## src/rtl/mmio_timer_periph_pkg.sv

```systemverilog
// Shared constants for the memory-mapped timer peripheral.
//   - default base address of the peripheral window
//   - byte offsets of each register inside the window
//   - bit positions inside the TCON register
package mmio_timer_periph_pkg;

  localparam logic [31:0] BASE_ADDR_DEFAULT = 32'h4000_0000;

  localparam logic [4:0] OFF_TH      = 5'h00;
  localparam logic [4:0] OFF_TL      = 5'h04;
  localparam logic [4:0] OFF_TCON    = 5'h08;
  localparam logic [4:0] OFF_LED     = 5'h0C;
  localparam logic [4:0] OFF_SW      = 5'h10;
  localparam logic [4:0] OFF_SYSTICK = 5'h14;

  localparam int TCON_EN  = 0;
  localparam int TCON_IE  = 1;
  localparam int TCON_IRQ = 2;

endpackage

```

## src/rtl/mmio_timer_periph_timer.sv

```systemverilog
// Reloadable 32-bit up-counter with sticky interrupt status.
// Ports:
//   clk, reset         : clock, synchronous active-high reset
//   th_we/tl_we/tcon_we: one-cycle register write enables (already decoded)
//   wdata              : store data
//   th, tl, tcon       : current register contents
// A software write to TL or TCON overrides the hardware update of that
// register in the same cycle. A reload always uses the TH value held before
// the edge, so a same-cycle TH write only affects later reloads.
module mmio_timer_periph_timer
  import mmio_timer_periph_pkg::*;
(
  input  logic        clk,
  input  logic        reset,
  input  logic        th_we,
  input  logic        tl_we,
  input  logic        tcon_we,
  input  logic [31:0] wdata,
  output logic [31:0] th,
  output logic [31:0] tl,
  output logic [2:0]  tcon
);

  logic [31:0] th_q, th_d;
  logic [31:0] tl_q, tl_d;
  logic [2:0]  tcon_q, tcon_d;

  always_comb begin
    th_d   = th_q;
    tl_d   = tl_q;
    tcon_d = tcon_q;

    // Hardware update first; software writes below overwrite it.
    if (tcon_q[TCON_EN]) begin
      if (tl_q == 32'hFFFF_FFFF) begin
        tl_d = th_q;
        if (tcon_q[TCON_IE]) begin
          tcon_d[TCON_IRQ] = 1'b1;
        end
      end else begin
        tl_d = tl_q + 32'd1;
      end
    end

    if (th_we)   th_d   = wdata;
    if (tl_we)   tl_d   = wdata;
    if (tcon_we) tcon_d = wdata[2:0];
  end

  always_ff @(posedge clk) begin
    if (reset) begin
      th_q   <= '0;
      tl_q   <= '0;
      tcon_q <= '0;
    end else begin
      th_q   <= th_d;
      tl_q   <= tl_d;
      tcon_q <= tcon_d;
    end
  end

  assign th   = th_q;
  assign tl   = tl_q;
  assign tcon = tcon_q;

endmodule

```

## src/rtl/mmio_timer_periph.sv

```systemverilog
// MEM-stage peripheral: timer, system tick, LEDs and synchronised switches.
// Ports:
//   clk, reset : clock, synchronous active-high reset
//   Addr       : effective byte address (ALU result)
//   WriteData  : store data
//   MemRead    : load strobe; ReadData is valid in the same cycle
//   MemWrite   : store strobe; every cycle it is high performs one write
//   ReadData   : combinational load data, 0 when not reading or unmapped
//   IRQ        : timer interrupt status (TCON bit 2)
//   led        : LED register
//   switch     : asynchronous board switches
// Strobe semantics: MemRead/MemWrite are per-cycle enables with no
// handshake; both may be high together, the load then returns pre-edge data.
module mmio_timer_periph
  import mmio_timer_periph_pkg::*;
#(
  parameter logic [31:0] BASE_ADDR = BASE_ADDR_DEFAULT,
  parameter int          LED_W     = 8,
  parameter int          SW_W      = 8
) (
  input  logic             clk,
  input  logic             reset,
  input  logic [31:0]      Addr,
  input  logic [31:0]      WriteData,
  input  logic             MemRead,
  input  logic             MemWrite,
  output logic [31:0]      ReadData,
  output logic             IRQ,
  output logic [LED_W-1:0] led,
  input  logic [SW_W-1:0]  switch
);

  logic [4:0]  off;
  logic        hit;
  logic        wr_hit;
  logic [31:0] th, tl;
  logic [2:0]  tcon;

  logic [LED_W-1:0] led_q, led_d;
  logic [31:0]      systick_q, systick_d;
  logic [SW_W-1:0]  sw_meta_q, sw_meta_d;
  logic [SW_W-1:0]  sw_sync_q, sw_sync_d;
  logic [31:0]      led_ext, sw_ext;

  assign off    = Addr[4:0];
  // Offsets 0x18/0x1C lie inside the 32-byte block but are unmapped.
  assign hit    = (Addr[31:5] == BASE_ADDR[31:5]) && (Addr[1:0] == 2'b00)
                  && (off <= OFF_SYSTICK);
  assign wr_hit = MemWrite && hit;

  mmio_timer_periph_timer u_timer (
    .clk     (clk),
    .reset   (reset),
    .th_we   (wr_hit && (off == OFF_TH)),
    .tl_we   (wr_hit && (off == OFF_TL)),
    .tcon_we (wr_hit && (off == OFF_TCON)),
    .wdata   (WriteData),
    .th      (th),
    .tl      (tl),
    .tcon    (tcon)
  );

  always_comb begin
    led_d     = led_q;
    systick_d = systick_q + 32'd1;
    sw_meta_d = switch;
    sw_sync_d = sw_meta_q;
    if (wr_hit && (off == OFF_LED)) begin
      led_d = WriteData[LED_W-1:0];
    end
  end

  always_ff @(posedge clk) begin
    if (reset) begin
      led_q     <= '0;
      systick_q <= '0;
      sw_meta_q <= '0;
      sw_sync_q <= '0;
    end else begin
      led_q     <= led_d;
      systick_q <= systick_d;
      sw_meta_q <= sw_meta_d;
      sw_sync_q <= sw_sync_d;
    end
  end

  always_comb begin
    led_ext              = '0;
    led_ext[LED_W-1:0]   = led_q;
    sw_ext               = '0;
    sw_ext[SW_W-1:0]     = sw_sync_q;
    ReadData             = '0;
    if (MemRead && hit) begin
      case (off)
        OFF_TH:      ReadData = th;
        OFF_TL:      ReadData = tl;
        OFF_TCON:    ReadData = {29'd0, tcon};
        OFF_LED:     ReadData = led_ext;
        OFF_SW:      ReadData = sw_ext;
        OFF_SYSTICK: ReadData = systick_q;
        default:     ReadData = '0;
      endcase
    end
  end

  assign IRQ = tcon[TCON_IRQ];
  assign led = led_q;

endmodule

```

## config.mk

```make
export PLATFORM = sky130hd
export DESIGN_NAME = mmio_timer_periph
export DESIGN_NICKNAME = d
export VERILOG_FILES = /design/src/rtl/mmio_timer_periph_pkg.sv /design/src/rtl/mmio_timer_periph_timer.sv /design/src/rtl/mmio_timer_periph.sv
export SDC_FILE = /design/constraint.sdc
export NUM_CORES = 1
export LEC_CHECK = 0
export BUFFER_PORTS_ARGS = -buffer_cell sky130_fd_sc_hd__buf_4
export CORE_MARGIN = 3
export CORE_UTILIZATION = 51
export CTS_CLUSTER_DIAMETER = 30
export DETAILED_ROUTE_END_ITERATION = 8
export PLACE_DENSITY = 0.77
export SYNTH_ARGS = -nofsm -noshare
export SYNTH_HDL_FRONTEND = slang
export SYNTH_SLANG_ARGS = --single-unit
```

## constraint.sdc

```tcl
create_clock -name clk -period 2 [get_ports clk]
set_input_delay 0.2 -clock clk [delete_from_list [all_inputs] [get_ports clk]]
set_output_delay 0.2 -clock clk [all_outputs]
set_load 0.05 [all_outputs]
```

==> impl_metrics.ini <==
[die]
core_area_um2 = 12300
die_h_um = 120
row_count = 40
pin_count = 117
dieArea_um2 = 14300
start_util_pct = 53.4
die_w_um = 120

[placed_design]
dp_hpwl_um = 14700
io_buffers = 116
place_area_um2 = 8430
gp_congestion = 0.912

[finish]
antenna_cells = 0
layout.nets = 1039
final_area_um2 = 9440
register_area_um2 = 2480
fillers = 882
drive_gt1_share_pct = 36.8
areaGrowthSynthToFinish_pct = 43.5
multiInputGateArea_um2 = 4080
final_core_util_pct = 76.7

[pwr]
power.density_nw_per_um2 = 614
ir_worst_vdd_mv = 0.611
power.leakage_nw = 3.57

[status]
status = complete, but fails checks
failed_checks = setup timing

[clocking]
clockRootBuffer = clkbuf_16
cts_tree = built
clkLatencyLatePin_ps = 430
clock_path_buffers = 2
htreeDepth = 4
cts.sinks = 123
clkTransAtPathRegs_ps = 50
cts_buffers = 17

[synth]
synthArstFlopShare_pct = 0
ys.flop_type = dfxtp_1
synth_top_area_cell = dfxtp_1
avgSynthCellArea_um2 = 8.54
synth_cells = 770
synth.area.top_cells = dfxtp_1 (37%), mux2i_1 (7.2%), nor2_1 (7.0%)
synthTopCellsByCount = dfxtp_1 (123), nor2_1 (123), nand2_1 (53)
syn_nets = 848
synth_top_area_share_pct = 37.4
ys_warn_count = 0
synth-seq-cells = 123
yosysUniqueCellTypes = 63
synth_edf_count = 0
netlist_area_um2 = 6580
seq_area_frac_synth_pct = 37.4

[worst_setup_path]
critical_path.max_fanout = 5
worstSetupStartpointType = flip-flop
r2r-end = u_timer.tl[14]
crit_path_start = u_timer.tl[14]
r2r_start = u_timer.tl[14]
crit_required_ps = 2340
worstPathArrival_ps = 2350
rrSetupSlack_ps = -10
path_class = reg -> reg
end_kind = flip-flop
endpoint = u_timer.tl[14]
rr_worst_depth = 7

[global_route]
antenna_found_initial = 0
grt_usage_pct = 29.3
grt_max_degree = 126
grt_first_pass_wirelength_um = 33900
grt.overflow.total = 0
grt_pass1_vias = 6760

[timing]
max_freq_mhz = 497
clock_skew_ps = 10.6
fin_crit_sh_pct = 101
setup_ws_ps = -10.4
finalSetupTns_ps = -10.4
worstMarginPinSlew_ps = 888
whs_ps = 7.30
rsz0062_at_grt = yes
relSlewSlack_pct = 40.3
period_needed_ps = 2010
finalHoldViolCount = 0
finalSetupViolCount = 1
slew_viol_final = 0

[route]
avgViaCountPerCell = 6.12
firstDrtPassIters = 7
wl_um = 22000
drc = 0
vias = 6991
drt-initial-drc-count = 907
avgRoutedWirePerCell_um = 19.3
ant_nets = 0

[hold_path]
min_path_type = in -> reg

[run]
max_cap_violations = 0
==> layout make-up <==
type                       instances  area share (%)
clock buffer                      25            5.57
clock inverter                     7           0.636
inverter                          15           0.597
multi-input combinational        571            43.2
sequential                       123            26.3
tap                              168            2.23
timing repair buffer             233            21.5
==> power by group <==
group | total (mW) | switching (mW) | internal [mW] | leakage, nW
sequential | 2.48 | 0.00849 | 2.47 | 1.00
combinational | 0.285 | 0.134 | 0.150 | 2.27
clock | 3.03 | 1.11 | 1.92 | 0.299
total | 5.80 | 1.25 | 4.55 | 3.57
==> repair_timing <==
action,4_1_cts,5_1_grt
endpoints found under the hold margin,6,0
resized for setup,12,53
setup buffers,2,8
pin swaps,5,20
setup endpoints to repair,49,46
cloned,0,2
hold buffers,6,0
==> state kept, by name, summed over array words and instances, names as in the netlist <==
register / cells
u_timer.th: 32
u_timer.tcon: 3
u_timer.tl: 32
led: 8
sw_meta_q: 8
systick_q: 32
sw_sync_q: 8
==> worst max-delay path, cell delays in order (launching register included) <==
cell	delay, ps
dfxtp_1	380
nand4_4	90
or4_4	590
nor3_4	290
buf_6	170
a211o_4	130
o211ai_1	100
a21oi_1	180
==> cells in the final DEF (no fill, tap or decap), types with 15 or more instances in the layout <==
cell type and n:
o211ai_1 15, dfxtp_1 108, buf_6 18, buf_4 194
a21oi_1 32, nor2b_1 17, xnor2_1 26, nand2_1 52
nor2_2 21, clkbuf_16 19, nor2_1 97, a222oi_1 35
xor2_1 18, nand3_1 23, dfxtp_2 15, mux2i_1 47
nand4_1 19, o21ai_0 16
==> stage by stage <==
stage / power, mW / setup WS, ps / std cells
finish: 5.80 / -10.4 / 1142
global route: 5.94 / -58.8 / 1142
CTS: 5.80 / -4.18 / 1133
detailed placement: 2.79 / -89.1 / 1094
global placement: 2.78 / -73.5 / 1094
floorplan: 2.62 / -87.5 / 770
==> worst min-delay path by stage <==
stage              start           end  slack (ps)  cells past startpoint
2_1_floorplan  switch[4]  sw_meta_q[4]         330                      1
6_report       switch[2]  sw_meta_q[2]           7                      2
3_5_place_dp   switch[5]  sw_meta_q[5]         420                      2
5_1_grt        switch[2]  sw_meta_q[2]         0.6                      2
3_3_place_gp   switch[4]  sw_meta_q[4]         410                      2
4_1_cts        switch[2]  sw_meta_q[2]         0.8                      2
==> layer usage <==
| metal | part of all wire [%] | global-route usage [%] |
|---|---|---|
| met5 | 0 | 0 |
| met4 | 2.5 | 8.80 |
| met3 | 8.4 | 5.37 |
| met2 | 50 | 51.4 |
| met1 | 39 | 36.6 |
==> logic make-up (layout without fill, tap and decap cells) <==
family          Yosys count  count (layout)  share of synthesized area [%]
simple gates            318             318                           25.6
compound gates          159             159                           17.5
flops                   123             123                           37.4
buf+inv                  76             280                           5.90
mux                      48              48                           7.32
xor+xnor                 44              44                           5.86
fa+ha+maj                 2               2                          0.380
Note: power is estimated with default switching activity, not from simulation.
